[src/rtl/clk_monitor.sv]
// Clock monitor for the test environment.
// Oversamples a monitored clock (sig_a) and a phase-reference clock (sig_b)
// with the fast free-running clk. Reports the sig_a period, high time and
// the sig_b-to-sig_a rising-edge offset. Flags period errors, a stuck clock
// and lock.
//
// Both inputs go through an identical 2-FF synchronizer plus an edge
// register. The 3-cycle latency is therefore common to every edge, and it
// cancels out of every interval that is measured.
//
// FSM state is held in state_q. The checker binds to it hierarchically.
module clk_monitor #(
  parameter int CNT_W      = 16,
  parameter int EXP_PERIOD = 20,
  parameter int TOL        = 1,
  parameter int TIMEOUT    = 1024,
  parameter int LOCK_CNT   = 4
) (
  input  logic             clk,
  input  logic             rst_n,
  input  logic             enable,
  input  logic             sig_a,
  input  logic             sig_b,
  output logic             meas_valid,
  output logic [CNT_W-1:0] period,
  output logic [CNT_W-1:0] high_time,
  output logic [CNT_W-1:0] phase,
  output logic             phase_valid,
  output logic             period_err,
  output logic [7:0]       err_count,
  output logic             locked,
  output logic             stuck
);

  localparam int TMR_W  = $clog2(TIMEOUT + 1);
  localparam int GOOD_W = $clog2(LOCK_CNT + 1);

  localparam logic [CNT_W-1:0]  CNT_MAX    = '1;
  localparam logic [CNT_W-1:0]  CNT_ONE    = CNT_W'(1);
  localparam logic [TMR_W-1:0]  TIMEOUT_V  = TMR_W'(TIMEOUT);
  localparam logic [GOOD_W-1:0] LOCK_V     = GOOD_W'(LOCK_CNT);
  localparam logic [31:0]       PER_HI_LIM = 32'(EXP_PERIOD + TOL);
  localparam logic [31:0]       PER_LO_REF = 32'(EXP_PERIOD);
  localparam logic [31:0]       TOL_V      = 32'(TOL);

  typedef enum logic [1:0] {
    IDLE    = 2'd0,
    SEEK    = 2'd1,
    MEASURE = 2'd2,
    STUCK   = 2'd3
  } state_e;

  state_e state_q;

  // Input conditioning registers.
  logic a_meta_q, a_sync_q, a_prev_q;
  logic b_meta_q, b_sync_q, b_prev_q;

  // Measurement counters.
  logic [CNT_W-1:0]  period_cnt_q;
  logic [CNT_W-1:0]  high_cnt_q;
  logic [CNT_W-1:0]  phase_cnt_q;
  logic [TMR_W-1:0]  timer_q;
  logic [GOOD_W-1:0] good_cnt_q;

  // Registered outputs.
  logic             meas_valid_q;
  logic [CNT_W-1:0] period_q;
  logic [CNT_W-1:0] high_time_q;
  logic [CNT_W-1:0] phase_q;
  logic             phase_valid_q;
  logic             period_err_q;
  logic [7:0]       err_count_q;
  logic             locked_q;
  logic             stuck_q;

  // Next-value helpers.
  logic              rise_a, rise_b;
  logic [CNT_W-1:0]  period_inc_d, high_inc_d, phase_d;
  logic [TMR_W-1:0]  timer_d;
  logic [GOOD_W-1:0] good_inc_d;
  logic [7:0]        err_inc_d;
  logic [31:0]       period_ext;
  logic              period_bad_d;

  // Edge detection and saturating increments for the counters.
  always_comb begin
    rise_a       = a_sync_q & ~a_prev_q;
    rise_b       = b_sync_q & ~b_prev_q;
    period_inc_d = (period_cnt_q == CNT_MAX) ? CNT_MAX : period_cnt_q + CNT_ONE;
    high_inc_d   = (high_cnt_q == CNT_MAX) ? CNT_MAX : high_cnt_q + CNT_ONE;
    // The phase count includes the current cycle, so a sig_b rise k cycles
    // before the sig_a rise reports k. A coincident rise reports 0.
    phase_d      = rise_b ? '0
                 : ((phase_cnt_q == CNT_MAX) ? CNT_MAX : phase_cnt_q + CNT_ONE);
    timer_d      = timer_q + TMR_W'(1);
    good_inc_d   = (good_cnt_q == LOCK_V) ? LOCK_V : good_cnt_q + GOOD_W'(1);
    err_inc_d    = (err_count_q == 8'hff) ? 8'hff : err_count_q + 8'd1;
    period_ext   = 32'(period_cnt_q);
    period_bad_d = (period_ext > PER_HI_LIM) || (period_ext + TOL_V < PER_LO_REF);
  end

  // Synchronizers, the measurement FSM and all registered outputs.
  always_ff @(posedge clk or negedge rst_n) begin
    if (!rst_n) begin
      a_meta_q      <= 1'b0;
      a_sync_q      <= 1'b0;
      a_prev_q      <= 1'b0;
      b_meta_q      <= 1'b0;
      b_sync_q      <= 1'b0;
      b_prev_q      <= 1'b0;
      state_q       <= IDLE;
      period_cnt_q  <= '0;
      high_cnt_q    <= '0;
      phase_cnt_q   <= '0;
      timer_q       <= '0;
      good_cnt_q    <= '0;
      meas_valid_q  <= 1'b0;
      period_q      <= '0;
      high_time_q   <= '0;
      phase_q       <= '0;
      phase_valid_q <= 1'b0;
      period_err_q  <= 1'b0;
      err_count_q   <= '0;
      locked_q      <= 1'b0;
      stuck_q       <= 1'b0;
    end else begin
      a_meta_q     <= sig_a;
      a_sync_q     <= a_meta_q;
      a_prev_q     <= a_sync_q;
      b_meta_q     <= sig_b;
      b_sync_q     <= b_meta_q;
      b_prev_q     <= b_sync_q;
      meas_valid_q <= 1'b0;

      if (!enable) begin
        // Dropping enable discards any partial measurement. Results and
        // err_count hold their values.
        state_q       <= IDLE;
        period_cnt_q  <= '0;
        high_cnt_q    <= '0;
        phase_cnt_q   <= '0;
        timer_q       <= '0;
        good_cnt_q    <= '0;
        phase_valid_q <= 1'b0;
        locked_q      <= 1'b0;
        stuck_q       <= 1'b0;
      end else begin
        case (state_q)
          IDLE: begin
            state_q <= SEEK;
          end

          SEEK: begin
            phase_cnt_q <= phase_d;
            if (rise_a) begin
              // The first edge only opens a period. There is nothing to report yet.
              state_q       <= MEASURE;
              period_cnt_q  <= CNT_ONE;
              high_cnt_q    <= CNT_ONE;
              timer_q       <= '0;
              phase_valid_q <= 1'b0;
            end else if (timer_d == TIMEOUT_V) begin
              state_q    <= STUCK;
              stuck_q    <= 1'b1;
              locked_q   <= 1'b0;
              good_cnt_q <= '0;
            end else begin
              timer_q <= timer_d;
            end
          end

          MEASURE: begin
            phase_cnt_q <= phase_d;
            if (rise_b) begin
              phase_valid_q <= 1'b1;
            end
            if (rise_a) begin
              // Close the period just ended and open the next one.
              meas_valid_q <= 1'b1;
              period_q     <= period_cnt_q;
              high_time_q  <= high_cnt_q;
              phase_q      <= phase_d;
              period_err_q <= period_bad_d;
              period_cnt_q <= CNT_ONE;
              high_cnt_q   <= CNT_ONE;
              timer_q      <= '0;
              if (period_bad_d) begin
                good_cnt_q  <= '0;
                locked_q    <= 1'b0;
                err_count_q <= err_inc_d;
              end else begin
                good_cnt_q <= good_inc_d;
                locked_q   <= (good_inc_d == LOCK_V);
              end
            end else if (timer_d == TIMEOUT_V) begin
              state_q    <= STUCK;
              stuck_q    <= 1'b1;
              locked_q   <= 1'b0;
              good_cnt_q <= '0;
            end else begin
              period_cnt_q <= period_inc_d;
              timer_q      <= timer_d;
              if (a_sync_q) begin
                high_cnt_q <= high_inc_d;
              end
            end
          end

          STUCK: begin
            phase_cnt_q <= phase_d;
            if (rise_a) begin
              // Recovery edge reopens a period, exactly like the first edge.
              state_q       <= MEASURE;
              stuck_q       <= 1'b0;
              period_cnt_q  <= CNT_ONE;
              high_cnt_q    <= CNT_ONE;
              timer_q       <= '0;
              phase_valid_q <= 1'b0;
            end
          end

          default: begin
            state_q <= IDLE;
          end
        endcase
      end
    end
  end

  assign meas_valid  = meas_valid_q;
  assign period      = period_q;
  assign high_time   = high_time_q;
  assign phase       = phase_q;
  assign phase_valid = phase_valid_q;
  assign period_err  = period_err_q;
  assign err_count   = err_count_q;
  assign locked      = locked_q;
  assign stuck       = stuck_q;

endmodule

[config.mk]
export PLATFORM = sky130hd
export DESIGN_NAME = clk_monitor
export DESIGN_NICKNAME = d
export VERILOG_FILES = /design/src/rtl/clk_monitor.sv
export SDC_FILE = /design/constraint.sdc
export NUM_CORES = 1
export LEC_CHECK = 0
export ABC_AREA = 1
export BUFFER_PORTS_ARGS = -buffer_cell sky130_fd_sc_hd__buf_2
export CAP_MARGIN = 20
export CORE_UTILIZATION = 30
export CTS_CLUSTER_SIZE = 16
export DETAILED_ROUTE_END_ITERATION = 12
export GPL_TIMING_DRIVEN = 0
export SETUP_SLACK_MARGIN = 0.5
export SLEW_MARGIN = 40
export SYNTH_ARGS = -nofsm -noshare
export SYNTH_HDL_FRONTEND = slang
export SYNTH_SLANG_ARGS = --single-unit
[constraint.sdc]
create_clock -name clk -period 2.9 [get_ports clk]
set_input_delay 0.29 -clock clk [delete_from_list [all_inputs] [get_ports clk]]
set_output_delay 0.29 -clock clk [all_outputs]
set_load 0.01 [all_outputs]
# After elaboration in Yosys (flattened, before gate mapping)
# Cells that the tools add are included.
[totals]
output_inout_bits = 61
elab_cells = 124
ff_bits = 131
in_bits = 5
[classes]
order_cmp = 2
reduce_logical = 14
add_sub_neg = 7
bitwise = 4
eq_ne = 24
muxes = 52
[op_table]
columns = ["cell", "n"]
rows = [
  ["$mux W16", 14],
  ["$pmux W16 S2", 2],
  ["$add A16 B1 Y16 const B", 3],
  ["$eq A16 B16 Y1 const B", 3],
  ["$mux W11", 4],
  ["$pmux W11 S2", 1],
  ["$mux W3", 6],
  ["$add A16 B1 Y17 const B", 1],
  ["$lt A17 B5 Y1 const B", 1],
  ["$gt A16 B5 Y1 const B", 1],
  ["$ne A3 B3 Y1 const B", 5],
  ["$mux W1", 14],
  ["$ne A3 B2 Y1 const B", 4],
  ["$ne A4 B4 Y1 const B", 3],
  ["$reduce_and A3 Y1", 4],
  ["$reduce_and A4 Y1", 3],
  ["$add A11 B1 Y11 const B", 1],
  ["$eq A11 B11 Y1 const B", 1],
  ["$mux W2", 5],
  ["$add A8 B1 Y8 const B", 1],
  ["$eq A8 B8 Y1 const B", 1],
  ["$mux W8", 1],
  ["$pmux W2 S4", 1],
  ["$eq A3 B3 Y1 const B", 2],
  ["14 further kinds", 21],
]

# Longest topological paths before layout
[depth]
depth_word = 7
ltp_mapped = 16
mapped_depth_nobuf = 15

# Worst setup path before layout
# OpenSTA, ideal clock, no wires.
[synth_timing]
path_kind = "register to register"
startpoint = "register timer_q[0]"
endpoint = "register period_cnt_q[15]"
setup_ns = 0.117
stages_incl_launch_ff = 14
slack_ns = 0.821
arrival_ns = 1.962
n_path_buf = 1
t_required_ns = 2.783
cell_sequence = "dfrtp_1 > ha_1 > nand2_1 > nor2_2 > nand2_1 > xor2_1 > nand3_1 > nor2_4 > nand3_4 > nor2_4 > nand2_4 > buf_2 > nand3b_1 > nand2_1"
[synth_via]
elab_chain_len = 4
[synth_lines]
columns = ["item", "line", "rtl"]
rows = [
  ["start: declaration", "63", "logic [TMR_W-1:0] timer_q;"],
  ["start signal: assignment", "169", "timer_q <= timer_d;"],
  ["start signal: assignment", "203", "timer_q <= timer_d;"],
  ["$add A11 B1 Y11", "96", "timer_d = timer_q + TMR_W'(1);"],
  ["$eq A11 B11 Y1", "196", "end else if (timer_d == TIMEOUT_V) begin"],
  ["$ne A4 B4 Y1 (no line)", "n/a", ""],
  ["$reduce_and A3 Y1 (no line)", "n/a", ""],
  ["end signal: assignment", "202", "period_cnt_q <= period_inc_d;"],
  ["end: declaration", "60", "logic [CNT_W-1:0] period_cnt_q;"],
]
# No other way between the ends.
# A chain may end at the register's enable or synchronous reset.

# Worst setup path in the final report
[layout_timing]
startpoint = "register timer_q[0]"
endpoint = "register period_cnt_q[4]"
# The elaborated chain is that of the path after synthesis.

==> results.json <==
{
  "status": "finished clean",
  "synth_edf_count": 0,
  "ys_warn_count": 0,
  "cp.required_ns": 3.21,
  "worst-r2r-cell-count": 13,
  "drv_slew": 0,
  "grt_pass1_wl_um": 31300,
  "die-area_mm2": 0.0249,
  "wl_per_cell_um": 13.4,
  "drive_gt1_frac": 0.151,
  "rrSetupSlack_ns": 0.66,
  "rsz0062_at_grt": "no",
  "skew_ns": 0.00767,
  "rows": 56,
  "grt_pass1_vias": 6186,
  "synth-async-reset-ratio": 1.00,
  "fillers": 2453,
  "yosysSeqAreaShare": 0.450,
  "criticalPathCategory": "flip-flop to flip-flop",
  "cts_root_buf": "clkbuf_16",
  "grt_use_total": 0.161,
  "end_kind": "flip-flop",
  "met3_usage": 0.0364,
  "start_util": 0.309,
  "clkTransAtPathRegs_ns": 0.06,
  "worst_slew_pin_slew_ns": 0.609,
  "grt_busiest_layer": "met2",
  "syn_area_mm2": 0.00729,
  "max_stage_delay_ns": 0.42,
  "p_leak_nw": 4.29,
  "multi_input_area_mm2": 0.00351,
  "place_congestion": 0.878,
  "synth_cells": 963,
  "p_per_area_mw_per_mm2": 504,
  "drt_iter0_drc": 471,
  "cp_max_fo": 10,
  "synth_seq_cells": 131,
  "ir_worst_vdd_v": 0.000297,
  "cts_buffers": 17,
  "cts_tree": "done",
  "critPathLaunchType": "flip-flop",
  "ys_types": 37,
  "boundaryPins": 66,
  "antenna_left": 0,
  "synth_ff_type": "dfrtp_1",
  "fin_area_mm2": 0.00882,
  "grt_util_met2": 0.239,
  "portBuffers": 65,
  "synth.avg_cell_area_um2": 7.57,
  "dp.cells": 1348,
  "die_y_um": 158,
  "drcViolationCount": 0,
  "clock.fmax_mhz": 446,
  "synth_nets": 981,
  "via_per_inst": 4.77,
  "final_cell_mix": "nand2_1, dfrtp_1, inv_1, o21ai_0, nand3_1",
  "crit_chain": "ha_4 -> nand2_1 -> nor2_4 -> nand2_1 -> xor2_2 -> nand3_2 -> nor2_4 -> nand3_4 -> nor2_4 -> nand2_4 -> clkbuf_4 -> nand3_1 -> nand2_1",
  "nets": 1075,
  "register_area_mm2": 0.00328,
  "worst_ep_arrival_time_ns": 2.55,
  "fp.coreArea_mm2": 0.0236,
  "min_path_cells": 0,
  "instances_no_fill": 1389,
  "htreeDepth": 4,
  "dpl-instance-area_mm2": 0.00805,
  "wl_um": 18600,
  "slowest_stage": "dfrtp_1",
  "antenna_found_initial": 0,
  "max-cap-violations": 0,
  "cts_buffer_depth": 2,
  "insertion_delay_ns": 0.42,
  "hpwlAfterDp_um": 13500,
  "vias": 6619,
  "finalSetupViolCount": 0,
  "slew-limit-headroom": 0.594,
  "first_pass_iters": 5,
  "clock_sinks": 131,
  "hp-class": "flip-flop to flip-flop",
  "grt_overflow": 0,
  "dieWidth_um": 158,
  "finalCritPeriodShare": 0.774,
  "synthToLayoutAreaGrowth_pct": 21.0,
  "gr-usage-met1": 0.225,
  "fin_crit_ns": 2.24,
  "grt_max_degree": 69,
  "finalHoldViolCount": 0,
  "n_antenna_cell": 0,
  "layout_commonest_cell": "nand2_1"
}
per-layer routing:
layer | part of all wire | up-vias
met2 | 0.43 | 161
met4 | 0.019 | 0
met5 | 0 | -
met1 | 0.50 | 3108
li1 | - | 3326
met3 | 0.053 | 24
cell usage after synthesis (13+ instances only):
cell | number | share of area
dfrtp_1 | 131 | 0.45
nor3_1 | 18 | 0.012
a21oi_1 | 20 | 0.014
xor2_1 | 25 | 0.030
nand3_1 | 73 | 0.050
ha_1 | 13 | 0.022
nor2_1 | 66 | 0.034
inv_1 | 106 | 0.055
nand4_1 | 32 | 0.027
nand2_1 | 294 | 0.15
o21ai_0 | 83 | 0.057
clkbuf_1 | 20 | 0.010
final timing paths:
kind                            start               to
setup / recovery           timer_q[0]  period_cnt_q[4]
hold / removal               b_meta_q         b_sync_q
setup reg to reg           timer_q[0]  period_cnt_q[4]
hold reg to reg              b_meta_q         b_sync_q
max in group asynchronous       rst_n  period_cnt_q[1]
min in group asynchronous       rst_n         phase[9]
where the power goes:
| group | switching [mW] | internal [mW] | total [mW] |
|---|---|---|---|
| combinational | 0.212 | 0.0927 | 0.304 |
| clock | 0.855 | 1.39 | 2.24 |
| sequential | 0.0363 | 1.86 | 1.90 |
| total | 1.10 | 3.34 | 4.45 |
area by class of cell:
cell class | count | share of cell area
multi-input cells | 691 | 0.398
flip-flops and latches | 131 | 0.372
clock buffers | 19 | 0.0502
repair buffers | 75 | 0.0497
inverters | 110 | 0.0468
well taps | 319 | 0.0453
clock inverters | 13 | 0.0196
plain buffers | 31 | 0.0187
registers in the layout (all words and copies together) (netlist names), 2 cells and up:
name / cells
high_cnt_q: 16
good_cnt_q: 3
err_count: 8
period: 16
state_q: 2
period_cnt_q: 16
high_time: 16
phase_cnt_q: 16
timer_q: 11
phase: 16
logic make-up after synthesis:
kind of cell | Yosys count | share of synthesized area
flip-flops | 131 | 0.450
buffers and inverters | 141 | 0.0769
AND/OR/NAND/NOR | 518 | 0.319
AO/OA/AOI/OAI | 132 | 0.0987
adder cells (fa/ha/maj) | 13 | 0.0223
XOR/XNOR | 28 | 0.0337
critical path, delay by kind of cell, from the launching register on:
kind | cells | cell delay (ns)
buffers and inverters | 1 | 0.20
DFF | 1 | 0.42
xor gates and xnor gates | 1 | 0.17
adders and majority gates | 1 | 0.17
and+or+nand+nor | 10 | 1.14
repair_timing:
item / in CTS / in global routing
gates resized for setup: 9 / 18
endpoints found under the hold margin: 69 / 0
hold buffers: 3 / 0
gates cloned: 0 / 0
setup endpoints to repair: 71 / 95
pin swaps: 0 / 4
buffers inserted: 0 / 6
stage by stage:
| step | setup TNS, ns | utilization | total power [mW] | worst slack [ns] | hold WS, ns |
|---|---|---|---|---|---|
| 5_1_grt | 0 | 0.374 | 4.63 | 0.500 | 0.357 |
| 6_report | 0 | 0.374 | 4.45 | 0.656 | 0.349 |
| 3_5_place_dp | 0 | 0.341 | 2.22 | 0.280 | 0.281 |
| 2_1_floorplan | 0 | - | 2.10 | 0.821 | -0.00559 |
| 4_1_cts | 0 | 0.369 | 4.49 | 0.508 | 0.272 |
| 3_3_place_gp | -44.85 | 0.339 | 2.21 | -0.358 | 0.335 |
Power figures use the tool's default switching activity.
